`config.mk`:
```
export PLATFORM = sky130hd
export DESIGN_NAME = hdlverifier_capture_core_mc_flat
export DESIGN_NICKNAME = d
export VERILOG_FILES = /design/src/rtl/hdlverifier_capture_pkg.sv /design/src/rtl/hdlverifier_capture_core_mc_if.sv /design/src/rtl/hdlverifier_capture_sdpram.sv /design/src/rtl/hdlverifier_capture_core_mc.sv /design/src/flat_wrapper.sv
export SDC_FILE = /design/constraint.sdc
export NUM_CORES = 1
export LEC_CHECK = 0
export CORE_MARGIN = 2
export CORE_UTILIZATION = 48
export CTS_CLUSTER_SIZE = 25
export DETAILED_ROUTE_END_ITERATION = 6
export MAX_ROUTING_LAYER = met4
export PLACE_DENSITY = 0.71
export SLEW_MARGIN = 20
export SYNTH_ARGS = -nofsm -noshare
export SYNTH_HDL_FRONTEND = slang
export SYNTH_SLANG_ARGS = --single-unit
```
`constraint.sdc`:
```
create_clock -name clk -period 10.1 [get_ports clk]
set_clock_uncertainty 0.1 [all_clocks]
set_input_delay 2.02 -clock clk [delete_from_list [all_inputs] [get_ports clk]]
set_output_delay 2.02 -clock clk [all_outputs]
set_load 0.1 [all_outputs]
```
`src/rtl/hdlverifier_capture_pkg.sv`:
```
// Shared types for the multi-channel capture core: FSM states and trigger
// mode encodings used by the config latch.
package hdlverifier_capture_pkg;

   typedef enum logic [2:0] {
      IDLE,
      PRE,
      ARMED,
      POST,
      FULL
   } cap_state_e;

   localparam logic TRIG_LEVEL = 1'b0;
   localparam logic TRIG_EDGE  = 1'b1;
   localparam logic COMB_AND   = 1'b0;
   localparam logic COMB_OR    = 1'b1;

endpackage

```
`src/rtl/hdlverifier_capture_core_mc_if.sv`:
```
// Readout bus of the capture core: read strobe/address in, registered word
// and its valid pulse back one cycle later.
interface hdlverifier_capture_core_mc_if #(
   parameter int ADDR_WIDTH = 5,
   parameter int MEM_W      = 17
);
   logic                  rd;
   logic [ADDR_WIDTH-1:0] raddr;
   logic [MEM_W-1:0]      rd_data;
   logic                  rd_valid;

   modport master (output rd, raddr, input rd_data, rd_valid);
   modport slave  (input rd, raddr, output rd_data, rd_valid);
endinterface

```
`src/rtl/hdlverifier_capture_sdpram.sv`:
```
// Single-clock simple dual-port RAM with a registered read port.
// A read and write to the same address in one cycle returns the old word.
module hdlverifier_capture_sdpram #(
   parameter int MEM_W      = 17,
   parameter int ADDR_WIDTH = 5
) (
   input  logic                  clk,
   input  logic                  rst,
   input  logic                  we,
   input  logic [ADDR_WIDTH-1:0] waddr,
   input  logic [MEM_W-1:0]      wdata,
   input  logic                  re,
   input  logic [ADDR_WIDTH-1:0] raddr,
   output logic [MEM_W-1:0]      rdata
);
   logic [MEM_W-1:0] mem [2**ADDR_WIDTH];

   // storage is deliberately not reset; captures survive a re-arm
   always_ff @(posedge clk) begin
      if (we) mem[waddr] <= wdata;
   end

   // registered read; the output register clears on reset
   always_ff @(posedge clk or posedge rst) begin
      if (rst)     rdata <= '0;
      else if (re) rdata <= mem[raddr];
   end
endmodule

```
`src/rtl/hdlverifier_capture_core_mc.sv`:
```
// Multi-channel, multi-window capture core. Mask/compare trigger across
// channels plus external/immediate triggers feed a window FSM that writes a
// segmented circular buffer; readout shares the same clock.
module hdlverifier_capture_core_mc
   import hdlverifier_capture_pkg::*;
#(
   parameter int DATA_WIDTH = 8,
   parameter int NUM_CH     = 2,
   parameter int ADDR_WIDTH = 5
) (
   input  logic                           clk,
   input  logic                           reset,
   input  logic                           clk_enable,
   input  logic [NUM_CH*DATA_WIDTH-1:0]   data,
   input  logic                           ext_trigger,
   input  logic                           immediate,
   input  logic                           run,
   input  logic [ADDR_WIDTH-1:0]          trigger_pos,
   input  logic [ADDR_WIDTH-1:0]          number_of_windows,
   input  logic [NUM_CH*DATA_WIDTH-1:0]   trig_mask,
   input  logic [NUM_CH*DATA_WIDTH-1:0]   trig_value,
   input  logic                           trig_edge,
   input  logic                           trig_combine_or,
   hdlverifier_capture_core_mc_if.slave   rbus,
   output logic                           state_full,
   output logic                           armed,
   output logic [ADDR_WIDTH:0]            captured_window_count
);
   localparam int MEM_W = NUM_CH*DATA_WIDTH + 1;
   localparam int CW    = ADDR_WIDTH + 1;
   localparam int NW_W  = $clog2(ADDR_WIDTH + 1);
   localparam logic [ADDR_WIDTH-1:0] A_ONES = '1;
   localparam logic [ADDR_WIDTH-1:0] A_ONE  = ADDR_WIDTH'(1);
   localparam logic [CW-1:0]         C_ONE  = CW'(1);

   cap_state_e                  state_q, state_d;
   logic                        run_d1, prev_q, edge_q, or_q;
   logic [NW_W-1:0]             nw_q, nw_new;
   logic [ADDR_WIDTH-1:0]       wmask_q, wmask_new, tp_q, tp_new;
   logic [NUM_CH*DATA_WIDTH-1:0] mask_q, value_q;
   logic [ADDR_WIDTH-1:0]       waddr_q, waddr_d, base_q, base_d;
   logic [ADDR_WIDTH-1:0]       pre_q, pre_d, post_q, post_d;
   logic [ADDR_WIDTH-1:0]       waddr_inc, wsize_a;
   logic [CW-1:0]               cnt_q, cnt_d;
   logic [NUM_CH-1:0]           ch_hit;
   logic                        match, trig, arm, we, wflag, done, last_win, rd_vld_q;

   // clamp window count and pre-trigger depth from the live config inputs
   assign nw_new    = (number_of_windows > ADDR_WIDTH'(ADDR_WIDTH)) ? NW_W'(ADDR_WIDTH)
                                                                    : number_of_windows[NW_W-1:0];
   assign wmask_new = A_ONES >> nw_new;
   assign tp_new    = (trigger_pos > wmask_new) ? wmask_new : trigger_pos;

   // per-channel masked compare
   for (genvar c = 0; c < NUM_CH; c++) begin : g_ch
      assign ch_hit[c] = ~|((data[c*DATA_WIDTH +: DATA_WIDTH] ^ value_q[c*DATA_WIDTH +: DATA_WIDTH])
                            & mask_q[c*DATA_WIDTH +: DATA_WIDTH]);
   end

   assign match     = (or_q == COMB_OR) ? |ch_hit : &ch_hit;
   assign trig      = ((edge_q == TRIG_EDGE) ? (match & ~prev_q) : match) | ext_trigger | immediate;
   assign arm       = run & ~run_d1;
   assign wsize_a   = wmask_q + A_ONE;
   // next address wraps inside [base, base+wsize-1]
   assign waddr_inc = base_q + ((waddr_q - base_q + A_ONE) & wmask_q);
   assign last_win  = (cnt_q + C_ONE) == (C_ONE << nw_q);

   // config latch on arm, run edge detect and previous-sample match
   always_ff @(posedge clk or posedge reset) begin
      if (reset) begin
         run_d1  <= 1'b0;
         prev_q  <= 1'b0;
         nw_q    <= '0;
         wmask_q <= A_ONES;
         tp_q    <= '0;
         mask_q  <= '0;
         value_q <= '0;
         edge_q  <= TRIG_LEVEL;
         or_q    <= COMB_AND;
      end else begin
         run_d1 <= run;
         if (clk_enable) prev_q <= match;
         if (arm) begin
            nw_q    <= nw_new;
            wmask_q <= wmask_new;
            tp_q    <= tp_new;
            mask_q  <= trig_mask;
            value_q <= trig_value;
            edge_q  <= trig_edge;
            or_q    <= trig_combine_or;
         end
      end
   end

   // FSM state and capture counters
   always_ff @(posedge clk or posedge reset) begin
      if (reset) begin
         state_q <= IDLE;
         waddr_q <= '0;
         base_q  <= '0;
         pre_q   <= '0;
         post_q  <= '0;
         cnt_q   <= '0;
      end else begin
         state_q <= state_d;
         waddr_q <= waddr_d;
         base_q  <= base_d;
         pre_q   <= pre_d;
         post_q  <= post_d;
         cnt_q   <= cnt_d;
      end
   end

   // next state, counter updates and write control
   always_comb begin
      state_d = state_q;
      waddr_d = waddr_q;
      base_d  = base_q;
      pre_d   = pre_q;
      post_d  = post_q;
      cnt_d   = cnt_q;
      we      = 1'b0;
      wflag   = 1'b0;
      done    = 1'b0;
      if (!run) begin
         // abort wins over any trigger or sample this cycle
         state_d = IDLE;
         cnt_d   = '0;
      end else begin
         case (state_q)
            IDLE: if (arm) begin
               waddr_d = '0;
               base_d  = '0;
               pre_d   = '0;
               cnt_d   = '0;
               state_d = (tp_new == '0) ? ARMED : PRE;
            end
            PRE: if (clk_enable) begin
               we      = 1'b1;
               waddr_d = waddr_inc;
               pre_d   = pre_q + A_ONE;
               if (pre_d == tp_q) state_d = ARMED;
            end
            ARMED: if (clk_enable) begin
               we      = 1'b1;
               waddr_d = waddr_inc;
               if (trig) begin
                  wflag  = 1'b1;
                  post_d = wmask_q - tp_q;
                  if (post_d == '0) done = 1'b1;
                  else              state_d = POST;
               end
            end
            POST: if (clk_enable) begin
               we      = 1'b1;
               waddr_d = waddr_inc;
               post_d  = post_q - A_ONE;
               if (post_d == '0) done = 1'b1;
            end
            default: ;  // FULL holds until run drops
         endcase
         if (done) begin
            cnt_d   = cnt_q + C_ONE;
            base_d  = base_q + wsize_a;
            waddr_d = base_q + wsize_a;
            pre_d   = '0;
            if (last_win)          state_d = FULL;
            else if (tp_q == '0)   state_d = ARMED;
            else                   state_d = PRE;
         end
      end
   end

   hdlverifier_capture_sdpram #(.MEM_W(MEM_W), .ADDR_WIDTH(ADDR_WIDTH)) u_ram (
      .clk   (clk),
      .rst   (reset),
      .we    (we),
      .waddr (waddr_q),
      .wdata ({wflag, data}),
      .re    (rbus.rd),
      .raddr (rbus.raddr),
      .rdata (rbus.rd_data)
   );

   // read valid follows the strobe by one cycle
   always_ff @(posedge clk or posedge reset) begin
      if (reset) rd_vld_q <= 1'b0;
      else       rd_vld_q <= rbus.rd;
   end

   assign rbus.rd_valid         = rd_vld_q;
   assign armed                 = (state_q == ARMED);
   assign state_full            = (state_q == FULL);
   assign captured_window_count = cnt_q;
endmodule

```
`src/flat_wrapper.sv`:
```
// flat-port wrapper written by rule: the top's interface ports become plain ports
module hdlverifier_capture_core_mc_flat import hdlverifier_capture_pkg::*;
#(
   parameter int DATA_WIDTH = 8,
   parameter int NUM_CH     = 2,
   parameter int ADDR_WIDTH = 5
)
  (clk, reset, clk_enable, data, ext_trigger, immediate, run, trigger_pos, number_of_windows, trig_mask, trig_value, trig_edge, trig_combine_or, state_full, armed, captured_window_count, rbus_rd, rbus_raddr, rbus_rd_data, rbus_rd_valid);
  hdlverifier_capture_core_mc_if #(.ADDR_WIDTH(ADDR_WIDTH), .MEM_W(17)) rbus_i ();
  input  logic clk;
  input  logic reset;
  input  logic clk_enable;
  input  logic [NUM_CH*DATA_WIDTH-1:0] data;
  input  logic ext_trigger;
  input  logic immediate;
  input  logic run;
  input  logic [ADDR_WIDTH-1:0] trigger_pos;
  input  logic [ADDR_WIDTH-1:0] number_of_windows;
  input  logic [NUM_CH*DATA_WIDTH-1:0] trig_mask;
  input  logic [NUM_CH*DATA_WIDTH-1:0] trig_value;
  input  logic trig_edge;
  input  logic trig_combine_or;
  output logic state_full;
  output logic armed;
  output logic [ADDR_WIDTH:0] captured_window_count;
  input wire logic [$bits(rbus_i.rd)-1:0] rbus_rd;
  input wire logic [$bits(rbus_i.raddr)-1:0] rbus_raddr;
  output wire logic [$bits(rbus_i.rd_data)-1:0] rbus_rd_data;
  output wire logic [$bits(rbus_i.rd_valid)-1:0] rbus_rd_valid;
  assign rbus_i.rd = rbus_rd;
  assign rbus_i.raddr = rbus_raddr;
  assign rbus_rd_data = rbus_i.rd_data;
  assign rbus_rd_valid = rbus_i.rd_valid;
  hdlverifier_capture_core_mc #(.DATA_WIDTH(DATA_WIDTH), .NUM_CH(NUM_CH), .ADDR_WIDTH(ADDR_WIDTH)) u_core (.clk(clk), .reset(reset), .clk_enable(clk_enable), .data(data), .ext_trigger(ext_trigger), .immediate(immediate), .run(run), .trigger_pos(trigger_pos), .number_of_windows(number_of_windows), .trig_mask(trig_mask), .trig_value(trig_value), .trig_edge(trig_edge), .trig_combine_or(trig_combine_or), .rbus(rbus_i), .state_full(state_full), .armed(armed), .captured_window_count(captured_window_count));
endmodule
```
Word-level counts from Yosys, hierarchy flattened:

Memory sizes are Yosys's and may differ from the RTL's. A register that Yosys moved wholly into a read port is not among the register bits.
Cells that the tools add are included.
W data, S select, Z words.

* bits in registers: 79
* memories kept: 1
* ROM bits: 0
* memory bits (writable): 544
* logic and storage cells: 134
* latch bits: 0
* input bits: 72
* output and inout bits: 26

* bitwise gates (word level): 11
* add/sub/neg operators: 9
* div/mod/pow operators: 0
* $lt $le $gt $ge: 2
* equality and inequality tests: 21
* multipliers: 0
* mux-type cells: 49
* reduce and logical (&&, ||, !) cells: 23
* shift-type cells: 2

Memories
* u_core.u_ram.mem: depth 32, bits a word 17, read ports 1, clocked after memory_dff 1, write ports 1, line hdlverifier_capture_sdpram.sv:16 `logic [MEM_W-1:0] mem [2**ADDR_WIDTH];`

Operator list (number)
* $mux W5: 11
* $mux W3: 10
* $pmux W5 S2: 3
* $mux W6: 4
* $logic_not A5 Y1: 4
* $mux W1: 17
* $and A8 B8 Y8: 2
* $reduce_or A8 Y1: 2
* $xor A8 B8 Y8: 2
* $add A5 B1 Y5 const B: 3
* $ne A3 B1 Y1 const B: 4
* $ne A4 B2 Y1 const B: 3
* $add A5 B5 Y5: 2
* $sub A5 B5 Y5: 2
* $pmux W3 S3: 1
* $ne A4 B3 Y1 const B: 2
* $reduce_and A4 Y1: 2
* $reduce_and A7 Y1: 1
* $add A6 B1 Y6 const B: 1
* $eq A3 B2 Y1 const B: 2
* $eq A6 B6 Y1: 1
* $reduce_bool A2 Y1: 3
* $reduce_bool A3 Y1: 2
* $shl A1 B3 Y6 const A: 1
* 25 further kinds: 32

Depth between registers and ports, before layout:

* depth after elaboration: 16
* mapped depth: 13
* depth with buffers taken out: 13

Cells and area by module:

A second synthesis with hierarchy kept.

* cell total of the unflattened synthesis: 1767
* area, all modules: 26791.9 µm²

Modules (own cells, without submodules)
* hdlverifier_capture_sdpram: area an instance 21822.2 µm², seq. area each 16761.1 µm², cells each 1196, times used 1
* hdlverifier_capture_core_mc: area an instance 4969.8 µm², seq. area each 1983.2 µm², cells each 571, times used 1

Worst setup path after synthesis:

No wires, ideal clock.

* path kind: flip-flop to flip-flop
* start point: register u_core.state_q[1]
* end point: memory u_core.u_ram.mem[0][16], data pin
* path slack: 5.021 ns
* required time: 9.539 ns
* path buffers: 1
* library setup time: 0.461 ns
* stages on the path, launching flop included: 6
* arrival time: 4.518 ns
* clock period less this slack: 5.079 ns
* cells stage by stage: dfrtp_1 -> clkbuf_1 -> inv_1 -> nor3_1 -> inv_1 -> nor3b_1

* cells in the longest elaborated chain, start to end: 3

Ends and longest elaborated chain
* from (decl): line hdlverifier_capture_core_mc.sv:36 `cap_state_e state_q, state_d;`
* from (signal assigned): line hdlverifier_capture_core_mc.sv:105 `state_q <= state_d;`
* $eq A3 B2 Y1
* net armed: line flat_wrapper.sv:24 `output logic armed;`
* $mux W1: line hdlverifier_capture_core_mc.sv:130 `case (state_q)`
* $mux W1: line hdlverifier_capture_core_mc.sv:125 `if (!run) begin`
* net u_core.wflag: line hdlverifier_capture_core_mc.sv:46 `logic match, trig, arm, we, wflag, done, last_win, rd_vld_q;`
* to (decl): line hdlverifier_capture_sdpram.sv:16

The timed path passes the listed nets, and every way through them passes these cells.

Worst setup path after layout:

* start point: input port number_of_windows[3]
* end point: register u_core.state_q[0]

* cells in the longest elaborated chain, start to end: 11

Ends and longest elaborated chain
* from (decl): line flat_wrapper.sv:18 `input logic [ADDR_WIDTH-1:0] number_of_windows;`
* $gt A5 B3 Y1 (*): line hdlverifier_capture_core_mc.sv:49 `assign nw_new = (number_of_windows > ADDR_WIDTH'(ADDR_WIDTH)) ? NW_W'(ADDR_WIDTH)`
* $mux W3 (*): line hdlverifier_capture_core_mc.sv:49
* net u_core.nw_new[2]: line hdlverifier_capture_core_mc.sv:38 `logic [NW_W-1:0] nw_q, nw_new;`
* $shr A5 B3 Y5 (*): line hdlverifier_capture_core_mc.sv:51 `assign wmask_new = A_ONES >> nw_new;`
* $gt A5 B5 Y1: line hdlverifier_capture_core_mc.sv:52 `assign tp_new = (trigger_pos > wmask_new) ? wmask_new : trigger_pos;`
* $mux W5 (*): line hdlverifier_capture_core_mc.sv:52
* $logic_not A5 Y1 (*): line hdlverifier_capture_core_mc.sv:136 `state_d = (tp_new == '0) ? ARMED : PRE;`
* $mux W2 (*): line hdlverifier_capture_core_mc.sv:136
* $mux W3 (*): line hdlverifier_capture_core_mc.sv:131 `IDLE: if (arm) begin`
* $pmux W3 S3 (*): line hdlverifier_capture_core_mc.sv:130
* $mux W3 (*): line hdlverifier_capture_core_mc.sv:162 `if (done) begin`
* $mux W3 (*): line hdlverifier_capture_core_mc.sv:125

The timed path passes the listed nets; every way through them passes the cells marked *. The select of a mux whose other input is x is not followed.
A chain may end at the register's enable or synchronous reset.

==> results.cfg <==
[final_layout]
finalNonFillerCells = 2311
nets = 1666
drive_gt1_share_pct = 22.4
synthToLayoutAreaGrowth_pct = 16.0
final_area_um2 = 30400
fill_cells = 3990

[floorplan]
ios = 98
die_x_um = 238
coreArea_um2 = 53900
dieArea_um2 = 56500
die_h_um = 238
start_util_pct = 48.6
rows = 85

[synth]
yosys_warnings = 0
syn_inst = 1433
postSynthAreaPerCell_um2 = 18.3
synthFlopType = edfxtp_1
synthTopCellsByArea = edfxtp_1 62%, mux4_2 15%, dfrtp_1 8.7%, nand2_1 1.9%, ha_1 1.3%
syn_area_um2 = 26200
yosys_register_bits = 640
synth.top_cell.area_share_pct = 62.3
ys_top_cells_by_count = 544 x edfxtp_1, 170 x mux4_2, 132 x nand2_1
synth_edf_count = 544
synth_area_leader_cell = edfxtp_1
async_flop_share_pct = 15.0
ys_types = 66
yosysSeqAreaShare_pct = 71.5
syn_nets = 1537
yosysMostFrequentCell = edfxtp_1

[global_routing]
grt_start_max_net_pins = 87
overflow = 0
antenna_found_initial = 3
grt.total_usage_pct = 23.7
grt_pass1_wl_mm = 93.0
grt_pass1_vias = 14100

[sta]
finalSetupTns_ps = 0
tightest_slew_ps = 1140
fmax_mhz = 194
finalCritPeriodShare_pct = 51.1
hold_viol = 0
slew_viol_final = 0
finalSetupViolations = 0
relSlewSlack_pct = 24.0
grt_setup_unrepaired = false
fin_crit_ps = 5160

[critical_path]
crit_family = simple AND/OR/NAND/NOR gates
cp_common_cell = mux2_2
worstPathMaxFanout = 6
cpPeakStageDelay_ps = 530
path_cells = clkdlybuf4s50_1 -> nor3_2 -> inv_2 -> or3_1 -> ha_1 -> and3_1 -> o21ai_1 -> a32oi_1 -> mux2_2 -> nor3_1 -> o31a_1 -> mux2i_1 -> mux2_2
required_ps = 10470
cp-start-kind = input pin
endpoint_kind = flip-flop
slowest_stage = a32oi_1
cp.arrival_ps = 5530
worst-path-buf-inv = 2
path_class = input pin to flip-flop

[clock_network]
h-tree-depth = 3
post_cts_resized = 0
clkTransAtPathRegs_ps = 60
cts_hold_buf = 0
cts_tree = built
post_cts_buffers = 0
cts_max_path_buffers = 3
worst_skew_pair.late_latency_ps = 590
clock-root-buffer = clkbuf_16
numCtsBuffers = 66
clock-sinks = 640

[placement]
place_inst = 2189
gp_congestion = 0.851
dp_hpwl_mm = 34.6
place_area_um2 = 28200
portBuffers = 97

[route]
wl_per_cell_um = 27.4
viasPerCell = 6.07
dr_total_vias = 14000
remaining_drc_errors = 0
drt_wl_total_mm = 63.4
drt-pass1-iter-count = 5
drtIter0Drc = 1589
drtAntennaViolNets = 0

[status]
outcome = finished clean

[power]
ir_drop_mv = 0.152
p_per_area_nw_per_um2 = 207
p_leak_uw = 0.0103

[job]
max-cap-violations = 0

[worst_hold_path]
hold_class = flip-flop to flip-flop
## per-stage QoR
step	worst slack, ps	power, uW	hold WS (ps)	util (%)
after detailed placement	4410	3920	364	52.3
after CTS	5000	6330	378	56.3
final	4940	6290	376	56.4
after global routing	4760	6500	394	56.4
after global placement	4400	3890	361	52.3
after floorplan	5020	3630	338	-
## cells in the final DEF, fill, tap and decap left out, types with 5 or more instances in the layout
| master | synthesis | final |
|---|---|---|
| or4_1 | 5 | 5 |
| bufinv_16 | 0 | 5 |
| and2_1 | 6 | 6 |
| and3_1 | 5 | 5 |
| a31oi_1 | 8 | 8 |
| o21ai_1 | 9 | 9 |
| o2bb2ai_1 | 5 | 5 |
| xor2_1 | 28 | 28 |
| o21ai_0 | 16 | 16 |
| nor2_4 | 0 | 26 |
| inv_1 | 31 | 30 |
| mux2i_1 | 26 | 26 |
| a22oi_1 | 8 | 8 |
| ha_1 | 28 | 28 |
| a21oi_1 | 40 | 40 |
| a21o_1 | 9 | 9 |
| mux4_2 | 170 | 170 |
| nand2b_1 | 8 | 8 |
| clkinv_1 | 0 | 6 |
| clkdlybuf4s50_1 | 0 | 90 |
| clkbuf_8 | 0 | 5 |
| clkinv_2 | 0 | 10 |
| nor2_1 | 82 | 49 |
| buf_4 | 1 | 31 |
| mux2_2 | 7 | 7 |
| nor2_2 | 0 | 7 |
| nor3_1 | 9 | 9 |
| nand3_1 | 22 | 22 |
| dfrtp_1 | 91 | 91 |
| buf_2 | 9 | 5 |
| edfxtp_1 | 544 | 544 |
| nand2_1 | 132 | 132 |
| clkbuf_1 | 44 | 20 |
| dfstp_2 | 5 | 5 |
| xnor2_1 | 12 | 12 |
| clkbuf_16 | 0 | 69 |
## routing by layer
metal	vias up	track usage (%)	share of wire [%]
met1	7300	31.9	40
met4	0	7.26	2.7
met5	-	-	0
met2	682	36.5	48
met3	132	5.19	8.8
li1	5919	-	-
## worst paths after layout
| check | endpoint | cells past startpoint | slack, ps | startpoint |
|---|---|---|---|---|
| max | u_core.state_q[0] | 13 | 4940 | number_of_windows[3] |
| min | u_core.mask_q[6] | 2 | 380 | u_core.mask_q[6] |
| max reg2reg | u_core.captured_window_count[3] | 11 | 6670 | u_core.wmask_q[0] |
| min reg2reg | u_core.mask_q[6] | 2 | 380 | u_core.mask_q[6] |
| max in group asynchronous | u_core.u_ram.rdata[13] | 3 | 6940 | reset |
| min in group asynchronous | u_core.nw_q[1] | 2 | 1710 | reset |
## sequential cells by signal, indices dropped and copies added (netlist names), 6 cells and up
signal,flops
u_core.u_ram.rdata,17
u_core.captured_window_count,6
u_core.mask_q,16
u_core.u_ram.mem,544
u_core.value_q,16
## kinds of logic after synthesis
kind of cell / after synthesis / share of synthesized area (%)
flops: 640 / 71.5
simple gates: 294 / 5.00
mux: 203 / 15.9
compound gates: 122 / 3.05
buf+inv: 101 / 1.53
xor+xnor: 40 / 1.34
fa+ha+maj: 33 / 1.68
## power breakdown
group	internal (uW)	switching, uW	total (uW)	leakage [uW]
combinational	296	498	794	0.00319
clock	1430	995	2420	0.00106
sequential	2980	90.5	3070	0.00607
total	4710	1580	6290	0.0103
## layout make-up
type	instances	area (um2)	area share (%)
Clock inverter	26	292	0.959
Sequential cell	640	18700	61.6
Tap cell	696	871	2.86
Multi-Input combinational cell	692	7290	24.0
Inverter	33	126	0.416
Antenna cell	1	2.50	0.00823
Clock buffer	94	1870	6.15
Timing Repair Buffer	129	1210	3.99
## tightest hold or removal path, cell delays in order (launching register included)
cell and delay, ps:
dfrtp_1 340, nand2_1 50, nand2_1 50
Power figures use the tool's default switching activity.
